===== src/rtl/uart_tx_fifo_if.sv =====
// uart_tx_fifo_if
// Groups the byte-write side and the transmitter side of the TX FIFO.
//   wr_en / wr_data                 : bus-side write strobe and byte
//   full / empty / level / overflow : FIFO status
//   tx_en / tx_data                 : launch pulse and byte to the transmitter
//   tx_busy / tx_done               : transmitter status back to the FIFO
//   active                          : a frame is launched and not yet done
// master = bus side plus transmitter; slave = uart_tx_fifo.
interface uart_tx_fifo_if #(
    parameter int DEPTH = 8
);
    localparam int AW = $clog2(DEPTH);

    logic          wr_en;
    logic [7:0]    wr_data;
    logic          full;
    logic          empty;
    logic [AW:0]   level;
    logic          overflow;
    logic          tx_en;
    logic [7:0]    tx_data;
    logic          tx_busy;
    logic          tx_done;
    logic          active;

    modport master (
        output wr_en, wr_data, tx_busy, tx_done,
        input  full, empty, level, overflow, tx_en, tx_data, active
    );

    modport slave (
        input  wr_en, wr_data, tx_busy, tx_done,
        output full, empty, level, overflow, tx_en, tx_data, active
    );
endinterface


===== src/rtl/uart_tx_fifo.sv =====
// uart_tx_fifo
// Circular byte FIFO in front of the UART transmitter. Each stored byte is
// launched with a one-cycle tx_en pulse. The next byte waits for the
// transmitter's done pulse.
// Ports:
//   clk    : clock shared with the transmitter
//   arst_n : asynchronous active-low reset
//   clr    : synchronous clear of FIFO, overflow and FSM (highest priority)
//   enable : gates new launches only; writes are always accepted
//   bus    : uart_tx_fifo_if.slave (write side, status, transmitter side)
module uart_tx_fifo #(
    parameter  int DEPTH = 8,
    localparam int AW    = $clog2(DEPTH)
) (
    input  logic           clk,
    input  logic           arst_n,
    input  logic           clr,
    input  logic           enable,
    uart_tx_fifo_if.slave  bus
);

    typedef enum logic [1:0] {
        ST_IDLE,
        ST_LAUNCH,
        ST_WAIT
    } state_t;

    state_t        state;
    logic [7:0]    mem [DEPTH];
    logic [AW:0]   wr_ptr;
    logic [AW:0]   rd_ptr;
    logic [AW:0]   wr_ptr_nxt;
    logic [AW:0]   rd_ptr_nxt;
    logic          full_r;
    logic          empty_r;
    logic [AW:0]   level_r;
    logic          overflow_r;
    logic          tx_en_r;
    logic [7:0]    tx_data_r;
    logic          active_r;
    logic          push;
    logic          pop;

    // full/empty are the registered flags, so a write into an empty FIFO
    // cannot launch in the same cycle and a write while full is rejected
    // even when a pop happens in that cycle.
    always_comb begin
        push       = bus.wr_en && !full_r && !clr;
        pop        = (state == ST_IDLE) && enable && !empty_r && !bus.tx_busy && !clr;
        wr_ptr_nxt = wr_ptr + {{AW{1'b0}}, push};
        rd_ptr_nxt = rd_ptr + {{AW{1'b0}}, pop};
        if (clr) begin
            wr_ptr_nxt = '0;
            rd_ptr_nxt = '0;
        end
    end

    // Flags are registered from the next pointer values so they match the
    // pointers right after each edge.
    always_ff @(posedge clk or negedge arst_n) begin
        if (!arst_n) begin
            wr_ptr     <= '0;
            rd_ptr     <= '0;
            empty_r    <= 1'b1;
            full_r     <= 1'b0;
            level_r    <= '0;
            overflow_r <= 1'b0;
        end else begin
            wr_ptr  <= wr_ptr_nxt;
            rd_ptr  <= rd_ptr_nxt;
            empty_r <= (wr_ptr_nxt == rd_ptr_nxt);
            full_r  <= (wr_ptr_nxt[AW-1:0] == rd_ptr_nxt[AW-1:0]) &&
                       (wr_ptr_nxt[AW] != rd_ptr_nxt[AW]);
            level_r <= wr_ptr_nxt - rd_ptr_nxt;
            if (clr) begin
                overflow_r <= 1'b0;
            end else if (bus.wr_en && full_r) begin
                overflow_r <= 1'b1;
            end
        end
    end

    // Storage carries data only, so it has no reset.
    always_ff @(posedge clk) begin
        if (push) begin
            mem[wr_ptr[AW-1:0]] <= bus.wr_data;
        end
    end

    // Launch FSM. clr returns to idle but keeps tx_data. A frame already on
    // the line is protected by the !tx_busy guard on the next launch.
    always_ff @(posedge clk or negedge arst_n) begin
        if (!arst_n) begin
            state     <= ST_IDLE;
            tx_en_r   <= 1'b0;
            tx_data_r <= 8'h00;
            active_r  <= 1'b0;
        end else if (clr) begin
            state    <= ST_IDLE;
            tx_en_r  <= 1'b0;
            active_r <= 1'b0;
        end else begin
            case (state)
                ST_IDLE: begin
                    if (pop) begin
                        tx_data_r <= mem[rd_ptr[AW-1:0]];
                        tx_en_r   <= 1'b1;
                        active_r  <= 1'b1;
                        state     <= ST_LAUNCH;
                    end
                end
                ST_LAUNCH: begin
                    tx_en_r <= 1'b0;
                    state   <= ST_WAIT;
                end
                ST_WAIT: begin
                    if (bus.tx_done) begin
                        active_r <= 1'b0;
                        state    <= ST_IDLE;
                    end
                end
                default: begin
                    tx_en_r  <= 1'b0;
                    active_r <= 1'b0;
                    state    <= ST_IDLE;
                end
            endcase
        end
    end

    assign bus.full     = full_r;
    assign bus.empty    = empty_r;
    assign bus.level    = level_r;
    assign bus.overflow = overflow_r;
    assign bus.tx_en    = tx_en_r;
    assign bus.tx_data  = tx_data_r;
    assign bus.active   = active_r;

endmodule

===== src/flat_wrapper.sv =====
// flat-port wrapper written by rule: the top's interface ports become plain ports
module uart_tx_fifo_flat 
#(
    parameter  int DEPTH = 8,
    localparam int AW    = $clog2(DEPTH)
)
  (clk, arst_n, clr, enable, bus_wr_en, bus_wr_data, bus_tx_busy, bus_tx_done, bus_full, bus_empty, bus_level, bus_overflow, bus_tx_en, bus_tx_data, bus_active);
  uart_tx_fifo_if #(.DEPTH(DEPTH)) bus_i ();
  input  logic clk;
  input  logic arst_n;
  input  logic clr;
  input  logic enable;
  input wire logic [$bits(bus_i.wr_en)-1:0] bus_wr_en;
  input wire logic [$bits(bus_i.wr_data)-1:0] bus_wr_data;
  input wire logic [$bits(bus_i.tx_busy)-1:0] bus_tx_busy;
  input wire logic [$bits(bus_i.tx_done)-1:0] bus_tx_done;
  output wire logic [$bits(bus_i.full)-1:0] bus_full;
  output wire logic [$bits(bus_i.empty)-1:0] bus_empty;
  output wire logic [$bits(bus_i.level)-1:0] bus_level;
  output wire logic [$bits(bus_i.overflow)-1:0] bus_overflow;
  output wire logic [$bits(bus_i.tx_en)-1:0] bus_tx_en;
  output wire logic [$bits(bus_i.tx_data)-1:0] bus_tx_data;
  output wire logic [$bits(bus_i.active)-1:0] bus_active;
  assign bus_i.wr_en = bus_wr_en;
  assign bus_i.wr_data = bus_wr_data;
  assign bus_i.tx_busy = bus_tx_busy;
  assign bus_i.tx_done = bus_tx_done;
  assign bus_full = bus_i.full;
  assign bus_empty = bus_i.empty;
  assign bus_level = bus_i.level;
  assign bus_overflow = bus_i.overflow;
  assign bus_tx_en = bus_i.tx_en;
  assign bus_tx_data = bus_i.tx_data;
  assign bus_active = bus_i.active;
  uart_tx_fifo #(.DEPTH(DEPTH)) u_core (.clk(clk), .arst_n(arst_n), .clr(clr), .enable(enable), .bus(bus_i));
endmodule

===== config.mk =====
export PLATFORM = sky130hd
export DESIGN_NAME = uart_tx_fifo_flat
export DESIGN_NICKNAME = d
export VERILOG_FILES = /design/src/rtl/uart_tx_fifo_if.sv /design/src/rtl/uart_tx_fifo.sv /design/src/flat_wrapper.sv
export SDC_FILE = /design/constraint.sdc
export NUM_CORES = 1
export LEC_CHECK = 0
export ABC_AREA = 1
export BUFFER_PORTS_ARGS = -buffer_cell sky130_fd_sc_hd__buf_2
export CAP_MARGIN = 10
export CORE_MARGIN = 3
export CORE_UTILIZATION = 63
export DETAILED_ROUTE_END_ITERATION = 10
export PLACE_DENSITY = 0.83
export SLEW_MARGIN = 25
export SYNTH_ARGS = -nofsm -noshare
export SYNTH_HDL_FRONTEND = slang
export SYNTH_SLANG_ARGS = --single-unit

===== constraint.sdc =====
create_clock -name clk -period 4.1 [get_ports clk]
set_input_delay 0.41 -clock clk [delete_from_list [all_inputs] [get_ports clk]]
set_output_delay 0.41 -clock clk [all_outputs]
set_load 0.005 [all_outputs]

Word level (Yosys, flattened, before mapping):

Memories as Yosys holds them, arrays and structs flattened. A register that Yosys moved wholly into a read port is not among the register bits.
Index checks and enable logic that the tools add are counted.

* register bits: 19
* latch bits: 0
* RAM bits: 64
* bits in read-only memories: 0
* bits of input ports: 15
* output and inout port bits: 17
* memories: 1

* $add $sub $neg: 3
* $mul: 0
* divide/modulo/power cells: 0
* $lt $le $gt $ge: 0
* equal/unequal tests: 9
* shifts and indexed selects: 0
* muxes and demuxes: 16
* bitwise gates (word level): 1
* reductions and logical operators: 19

Memories
* u_core.mem: depth 8, width 8, rd ports 1, clocked after memory_dff 1, wr ports 1, line uart_tx_fifo.sv:29 `logic [7:0] mem [DEPTH];`

Operators by type and width (number)
* $add 4x1->4: 2
* $logic_and 1x1->1: 8
* $mux 1: 8
* $mux 4: 2
* $mux 2: 3
* $pmux 2 s3: 1
* $reduce_and 3->1: 2
* $logic_not 1->1: 5
* $eq 4x4->1: 1
* $ne 2x2->1 const B: 2
* $reduce_and 2->1: 2
* $sub 4x4->4: 1
* $eq 3x3->1: 1
* $ne 3x2->1 const B: 1
* $ne 3x3->1 const B: 1
* $pmux 1 s3: 1
* $eq 2x1->1 const B: 1
* $eq 2x2->1 const B: 1
* $logic_not 2->1: 1
* $pmux 1 s2: 1
* $reduce_bool 2->1: 1
* $ne 1x1->1: 1
* $not 1->1: 1

Depth between registers and ports, before layout:

Gate-level depths: netlist of the first run.

* word-level depth: 9
* depth in mapped cells: 14
* gate-level depth less buffers: 14

Worst setup path after synthesis of the first run:

OpenSTA, ideal clock, no wires.

* kind: flip-flop to flip-flop
* start point: register u_core.empty_r, in the netlist u_core.bus.empty
* end point: register u_core.level_r[3], in the netlist u_core.bus.level[3]
* library setup time: 0.117 ns
* arrival time: 2.139 ns
* data required time: 3.983 ns
* slack: 1.843 ns
* stages on the path, launching flop included: 15
* path buffers: 0
* cell sequence: dfstp_2 -> nor2_1 -> nand2_1 -> nor2_8 -> ha_1 -> ha_1 -> nand2_1 -> nand2_1 -> nor2_1 -> inv_1 -> ha_1 -> a21oi_1 -> inv_1 -> nand3_1 -> nand2_1

* longest elaborated chain between the ends: 7

RTL lines
* from (decl): line uart_tx_fifo.sv:35 `logic empty_r;`
* from (signal assigned): line uart_tx_fifo.sv:71 `empty_r <= (wr_ptr_nxt == rd_ptr_nxt);`
* $logic_not 1->1: line uart_tx_fifo.sv:49 `pop = (state == ST_IDLE) && enable && !empty_r && !bus.tx_busy && !clr;`
* $logic_and 1x1->1 (3 in series): line uart_tx_fifo.sv:49
* $add 4x1->4: line uart_tx_fifo.sv:51 `rd_ptr_nxt = rd_ptr + {{AW{1'b0}}, pop};`
* $mux 4: line uart_tx_fifo.sv:52 `if (clr) begin`
* via u_core.rd_ptr_nxt[2]: line uart_tx_fifo.sv:33 `logic [AW:0] rd_ptr_nxt;`
* $sub 4x4->4: line uart_tx_fifo.sv:74 `level_r <= wr_ptr_nxt - rd_ptr_nxt;`
* to (signal assigned): line uart_tx_fifo.sv:74
* to (decl): line uart_tx_fifo.sv:36 `logic [AW:0] level_r;`

The timed path passes the listed nets, and every way through them passes these cells.
A chain may end at the register's enable or synchronous reset.

Final worst setup path of the first run:

* start point: register u_core.state[1]
* end point: register u_core.level_r[3], in the netlist u_core.bus.level[3]

* longest elaborated chain between the ends: 8

RTL lines
* from (decl): line uart_tx_fifo.sv:28 `state_t state;`
* from (signal assigned): line uart_tx_fifo.sv:94 `state <= ST_IDLE;`
* from (signal assigned): line uart_tx_fifo.sv:99 `state <= ST_IDLE;`
* from (signal assigned): line uart_tx_fifo.sv:109 `state <= ST_LAUNCH;`
* $logic_not 2->1: line uart_tx_fifo.sv:49
* $logic_and 1x1->1 (4 in series): line uart_tx_fifo.sv:49
* $add 4x1->4: line uart_tx_fifo.sv:51
* $mux 4: line uart_tx_fifo.sv:52
* via u_core.rd_ptr_nxt[2]: line uart_tx_fifo.sv:33
* $sub 4x4->4: line uart_tx_fifo.sv:74

The timed path passes the listed nets, and every way through them passes these cells.

==> flow_metrics.py, run 1 <==
metrics = {
    "run_status": {
        "status": "finished clean",
    },
    "clocking": {
        "h-tree-depth": 3,
        "cts_hold_buf": 0,
        "cts-root-buf": "clkbuf_8",
        "numCtsBuffers": 9,
        "clockBufferDepth": 2,
        "cts-resized-gates": 0,
        "clock-sinks": 91,
        "clk_latency_ns": 0.35,
        "clk_pin_slew_ns": 0.08,
        "post_cts_buffers": 0,
        "cts_tree": "yes",
    },
    "synthesis": {
        "synth_area_um2": 3857,
        "seq_area_frac_synth_pct": 67.37,
        "synthDistinctLibCells": 29,
        "ys_ff_latch": 91,
        "synth_cells": 346,
        "syn_area_per_cell_um2": 11.15,
        "ys.warnings.count": 0,
        "synth_nets": 369,
    },
    "drt": {
        "wl_met2_mm": 3.664,
        "drtPass1Iterations": 5,
        "dr_wl_met3_um": 706,
        "met1_length_mm": 3.175,
        "viasPerCell": 5.680,
        "ant_nets": 0,
        "dr_total_vias": 2590,
        "wirelength_mm": 7.689,
        "drt_iter0_drc": 381,
        "top_layer_used": "met4",
        "routedWlPerCell_um": 16.86,
        "drcViolationCount": 0,
    },
    "critical_path": {
        "path_max_fanout": 10,
        "cp-end-kind": "flop",
        "start_kind": "flop",
        "cp.arrival_ns": 2.74,
        "path_class": "reg2reg",
        "crit_required_ns": 4.34,
    },
    "timing": {
        "slew_headroom_pct": 35.82,
        "fin_skew_ns": 0.006456,
        "finalSetupViolCount": 0,
        "max_freq_mhz": 399.3,
        "drv_slew": 0,
        "fin_crit_sh_pct": 61.08,
        "worstMarginPinSlew_ns": 0.9591,
        "finalSetupTns_ns": 0,
        "period_minus_slack_ns": 2.504,
        "rsz0062_at_grt": "false",
        "hold_violations": 0,
    },
    "global_route": {
        "gr-total-overflow": 0,
        "grt_max_degree": 34,
        "grt_pass1_wl_mm": 12.71,
        "globalRouteTotalUtil_pct": 23.69,
        "grt_pass1_vias": 2574,
        "antenna_found_initial": 0,
    },
    "place": {
        "portBuffers": 31,
        "place_hpwl_mm": 4.792,
        "globalplace.congestion": 0.8224,
    },
    "floorplan": {
        "die_x_um": 84.25,
        "core-area_um2": 5709,
        "rows": 27,
        "die_area_um2": 7098,
        "initial_core_util_pct": 67.57,
        "die_h_um": 84.25,
        "io_pins": 32,
    },
    "power": {
        "leakage_nw": 1.825,
        "power_mw": 1.898,
        "ir_drop_mv": 0.2439,
        "p_per_area_nw_per_um2": 446.3,
    },
    "layout": {
        "multi_input_area_um2": 1066,
        "fill_cells": 390,
        "drive_above_1_share_pct": 16.41,
        "syn_to_final_growth_pct": 10.25,
        "regArea_um2": 2599,
        "insertedDiodeCount": 0,
        "num-nets-final": 402,
    },
    "min_path": {
        "hold_class": "in2async",
    },
    "run": {
        "max_cap_violations": 0,
    },
}
## synth_stat cells
cell,number,area (um2)
o21bai_1,1,7.510
nand3_2,1,10.01
dfstp_2,1,26.28
ha_1,7,87.58
fa_1,1,20.02
nand3_1,31,155.2
buf_6,6,67.56
nor3_1,1,5.000
nor3_2,1,10.01
buf_2,3,15.01
inv_2,2,7.510
o2111ai_1,1,8.760
nand2_2,5,31.28
a21oi_2,1,8.760
o21ai_1,22,110.1
inv_1,20,75.07
nor2_2,1,6.260
o21ai_0,3,15.01
nand2_1,70,262.8
inv_4,2,12.51
nor2_8,1,20.02
xnor2_1,2,17.52
dfrtp_1,26,650.6
nor2_1,64,240.2
edfxtp_1,64,1922
nor2_4,2,22.52
buf_4,2,15.01
nand4_1,2,12.51
a21oi_1,3,15.01
## cell families after synthesis
logic type | share of synthesized area [%]
and+or+nand+nor | 20.11
DFF | 67.37
buffers and inverters | 4.995
AOI/OAI and AO/OA | 4.282
adders and majority gates | 2.789
xor gates and xnor gates | 0.4542
## per-layer routing
metal  global-route usage, %  vias to the layer above
met5                       0                        -
met4                   8.626                        0
met3                   6.968                       13
met2                   36.23                      121
met1                   32.57                     1231
li1                        -                     1225
## layout make-up
class	count	share of cell area (%)
Timing Repair Buffer	33	4.001
Tap cell	72	2.118
Multi-Input combinational cell	220	25.07
Inverter	24	2.236
Clock buffer	11	3.089
Sequential cell	91	61.11
Clock inverter	5	2.383
## flip-flops by register name, summed over array words and instances (netlist names), 2 cells and up
| name | count |
|---|---|
| u_core.mem | 64 |
| u_core.bus.tx_data | 8 |
| u_core.bus.level | 4 |
| u_core.rd_ptr | 4 |
| u_core.wr_ptr | 4 |
| u_core.state | 2 |
## power by group
| part | total, mW | switching, mW | internal [mW] |
|---|---|---|---|
| logic | 0.148 | 0.0883 | 0.0597 |
| registers | 1.05 | 0.0199 | 1.03 |
| clock network | 0.698 | 0.294 | 0.404 |
| total | 1.90 | 0.402 | 1.50 |
## worst paths after layout
path | startpoint | to | slack (ns) | cells past startpoint
worst max-delay path | u_core.state[1]$_DFFE_PN0P_ | u_core.bus.level[3]$_DFF_PN0_ | 1.60 | 13
worst min-delay path | arst_n | u_core.bus.tx_data[4]$_DFFE_PN0P_ | 0.06 | 1
worst max register to register | u_core.state[1]$_DFFE_PN0P_ | u_core.bus.level[3]$_DFF_PN0_ | 1.60 | 13
worst min register to register | u_core.bus.tx_data[7]$_DFFE_PN0P_ | u_core.bus.tx_data[7]$_DFFE_PN0P_ | 0.48 | 2
max in group asynchronous | arst_n | u_core.bus.full$_DFF_PN0_ | 3.63 | 1
min in group clk | bus_wr_en | u_core.bus.overflow$_DFFE_PN0P_ | 0.31 | 3
## stage by stage
stage	setup WS (ns)	cell area [um2]	hold slack (ns)	util (%)	instances
5_1_grt	1.389	4253	0.1100	74.49	456
4_1_cts	1.588	4253	0.07774	74.49	456
6_report	1.596	4253	0.06335	74.49	456
3_5_place_dp	1.568	4020	0.4537	70.41	440
2_1_floorplan	1.843	3857	0.1144	-	346
3_3_place_gp	1.632	4020	0.4456	70.41	440
## cell usage in the layout (no fill, tap or decap), types with 3 or more instances in the layout
cell,n
nand2_1,70
nor2_1,64
edfxtp_1,64
nand3_1,31
buf_2,31
dfrtp_1,26
o21ai_1,22
inv_1,20
clkbuf_8,9
ha_1,7
nand2_2,5
a21oi_1,3
o21ai_0,3
bufinv_16,3
## worst max-delay path, stage by stage, from the launching register on
cell and delay, ns:
dfrtp_1 0.43, nor3_2 0.24, inv_2 0.09, nor2_8 0.20, ha_1 0.24, ha_1 0.18, nor2_1 0.05, nor2_1 0.15
inv_1 0.06, ha_1 0.34, a21oi_1 0.19, inv_1 0.07, nand3_1 0.09, nand2_1 0.06
Power figures use the tool's default switching activity.
==> inputs of run 2 (changes only) <==
- CORE_UTILIZATION: 63 -> 59
- PLACE_DENSITY: 0.83 -> 0.79
- clock period: 4.1 -> 2.45 ns (I/O delays scaled with it)
==> run 2 against run 1 <==
Clock power is 28% higher. Via count is 0.93% higher. Sequential cell count stayed put. Sequential share of layout area is 1.0 points lower. Register-to-register slack worse by 1.4 ns. Fmax is 12% higher. Die area is 6.3% higher. First-iteration DRC count is 43% lower.
==> flow_metrics.py, run 2 (same netlist as run 1, synthesis figures left out) <==
metrics = {
    "power": {
        "p_int_mw": 2.231,
        "p_per_area_nw_per_um2": 672.9,
        "ir_drop_mv": 0.5714,
        "p_sw_share_pct": 23.35,
        "switchingPower_uw": 679.3,
        "seq_power_share_pct": 60.6,
        "leakage_nw": 1.876,
        "clock_power_share_pct": 30.7,
        "combPwrFrac_pct": 8.7,
    },
    "place": {
        "place_hpwl_mm": 5.383,
        "globalplace.congestion": 0.8937,
        "dp_cells": 456,
        "dpl_worst_slack_ns": 0.01932,
        "portBuffers": 31,
    },
    "min_path": {
        "hold_class": "in2reg",
        "min_to": "u_core.bus.overflow$_DFFE_PN0P_",
        "whs_path_depth": 3,
        "holdCritStartpoint": "bus_wr_en",
    },
    "drt": {
        "drcViolationCount": 0,
        "top_layer_used": "met4",
        "met1_length_mm": 3.206,
        "wirelength_mm": 7.835,
        "wl_met2_mm": 3.821,
        "routedWlPerCell_um": 16.56,
        "viasPerCell": 5.526,
        "ant_nets": 0,
        "drtPass1Iterations": 6,
        "dr_total_vias": 2614,
        "drt_iter0_drc": 218,
        "dr_wl_met3_um": 615,
    },
    "critical_path": {
        "rrSetupSlack_ns": 0.22,
        "path_class": "reg2reg",
        "cp-end-kind": "flop",
        "start_kind": "flop",
        "r2r_cells": 14,
        "path_max_fanout": 4,
        "crit_required_ns": 2.70,
        "r2r-end": "u_core.bus.level[3]$_DFF_PN0_",
        "cp.arrival_ns": 2.48,
        "r2r-start": "u_core.bus.empty$_DFF_PN1_",
    },
    "clocking": {
        "post_cts_buffers": 0,
        "numCtsBuffers": 9,
        "clock-sinks": 91,
        "clk_latency_ns": 0.35,
        "clk_pin_slew_ns": 0.08,
        "cts_tree": "yes",
        "h-tree-depth": 3,
        "cts-root-buf": "clkbuf_8",
        "clockBufferDepth": 2,
    },
    "layout": {
        "final_cell_mix": "nand2_1 (69), edfxtp_1 (64), nor2_1 (63)",
        "largest_reg_flops": 64,
        "syn_to_final_growth_pct": 12.10,
        "regArea_um2": 2599,
        "insertedDiodeCount": 0,
        "drive_above_1_share_pct": 20.35,
        "fin_cells": 473,
        "final_core_util_pct": 70.53,
        "fill_cells": 464,
        "num-nets-final": 416,
        "mostFrequentLayoutCell": "nand2_1",
        "multi_input_area_um2": 1087,
    },
    "timing": {
        "max_freq_mhz": 447.5,
        "period_minus_slack_ns": 2.235,
        "finalSetupTns_ns": 0,
        "worstMarginPinSlew_ns": 0.5997,
        "hold_violations": 0,
        "drv_slew": 0,
        "slew_headroom_pct": 60.02,
        "finalSetupViolCount": 0,
        "fin_ws_ns": 0.2153,
        "rsz0062_at_grt": "false",
        "hold_slack_ns": 0.1581,
        "fin_crit_sh_pct": 91.21,
        "fin_skew_ns": 0.008984,
    },
    "global_route": {
        "gr-total-overflow": 0,
        "antenna_found_initial": 0,
        "grt_pass1_wl_mm": 12.74,
        "grt_max_degree": 34,
        "globalRouteTotalUtil_pct": 22.84,
        "grt_pass1_vias": 2539,
    },
    "floorplan": {
        "die_x_um": 86.86,
        "io_pins": 32,
        "core-area_um2": 6131,
        "rows": 28,
        "die_h_um": 86.86,
        "initial_core_util_pct": 62.92,
        "die_area_um2": 7545,
    },
    "run": {
        "max_cap_violations": 0,
    },
    "run_status": {
        "status": "finished clean",
    },
}
run 2: how the worst max path moves through the flow:
stage / start / to / cells after the start
final: u_core.bus.empty$_DFF_PN1_ / u_core.bus.level[3]$_DFF_PN0_ / 14
after global routing: u_core.bus.empty$_DFF_PN1_ / u_core.bus.level[3]$_DFF_PN0_ / 14
after CTS: u_core.bus.empty$_DFF_PN1_ / u_core.bus.level[3]$_DFF_PN0_ / 14
after detailed placement: u_core.bus.empty$_DFF_PN1_ / u_core.bus.level[3]$_DFF_PN0_ / 14
after global placement: u_core.bus.empty$_DFF_PN1_ / u_core.bus.level[3]$_DFF_PN0_ / 14
after floorplan: u_core.bus.empty$_DFF_PN1_ / u_core.bus.level[3]$_DFF_PN0_ / 14
run 2: worst max-delay path, stage by stage, from the launching register on:
cell     delay [ns]
dfstp_2        0.53
nor2_1         0.05
nand2_2        0.14
nor2_8         0.05
ha_1           0.22
ha_1           0.21
nand2_1        0.07
nand2_1        0.06
nor2_2         0.11
inv_1          0.09
ha_4           0.26
a21oi_2        0.15
inv_1          0.05
nand3_1        0.07
nand2_1        0.05
run 2: through the flow:
step / area [um2] / power (mW)
final: 4324 / 2.910
after global routing: 4324 / 3.030
after CTS: 4303 / 2.920
after detailed placement: 4121 / 2.054
after global placement: 4121 / 2.039
after floorplan: 3857 / 1.924
run 2: final cells by class:
class	instances	area share (%)
well taps	75	2.170
repair buffers	47	6.424
clock inverters	4	0.6076
flip-flops and latches	91	60.10
multi-input cells	220	25.14
clock buffers	12	3.356
inverters	24	2.199
run 2: power groups by stage:
stage	sequential (mW)	combinational (mW)	clock, mW
2_1_floorplan	1.80	0.120	0
3_3_place_gp	1.79	0.246	0
3_5_place_dp	1.80	0.255	0
4_1_cts	1.76	0.257	0.898
5_1_grt	1.77	0.298	0.959
6_report	1.76	0.254	0.892
run 2: what timing repair did:
action	4_1_cts	5_1_grt
endpoints found under the hold margin	26	0
hold buffers	1	0
endpoints found under the setup margin	0	2
gates resized for setup	0	4
run 2: per-layer routing:
metal	GRT usage (%)	up-vias
li1	-	1250
met1	31.02	1239
met2	35.89	106
met3	3.595	19
met4	11.61	0
met5	0	-
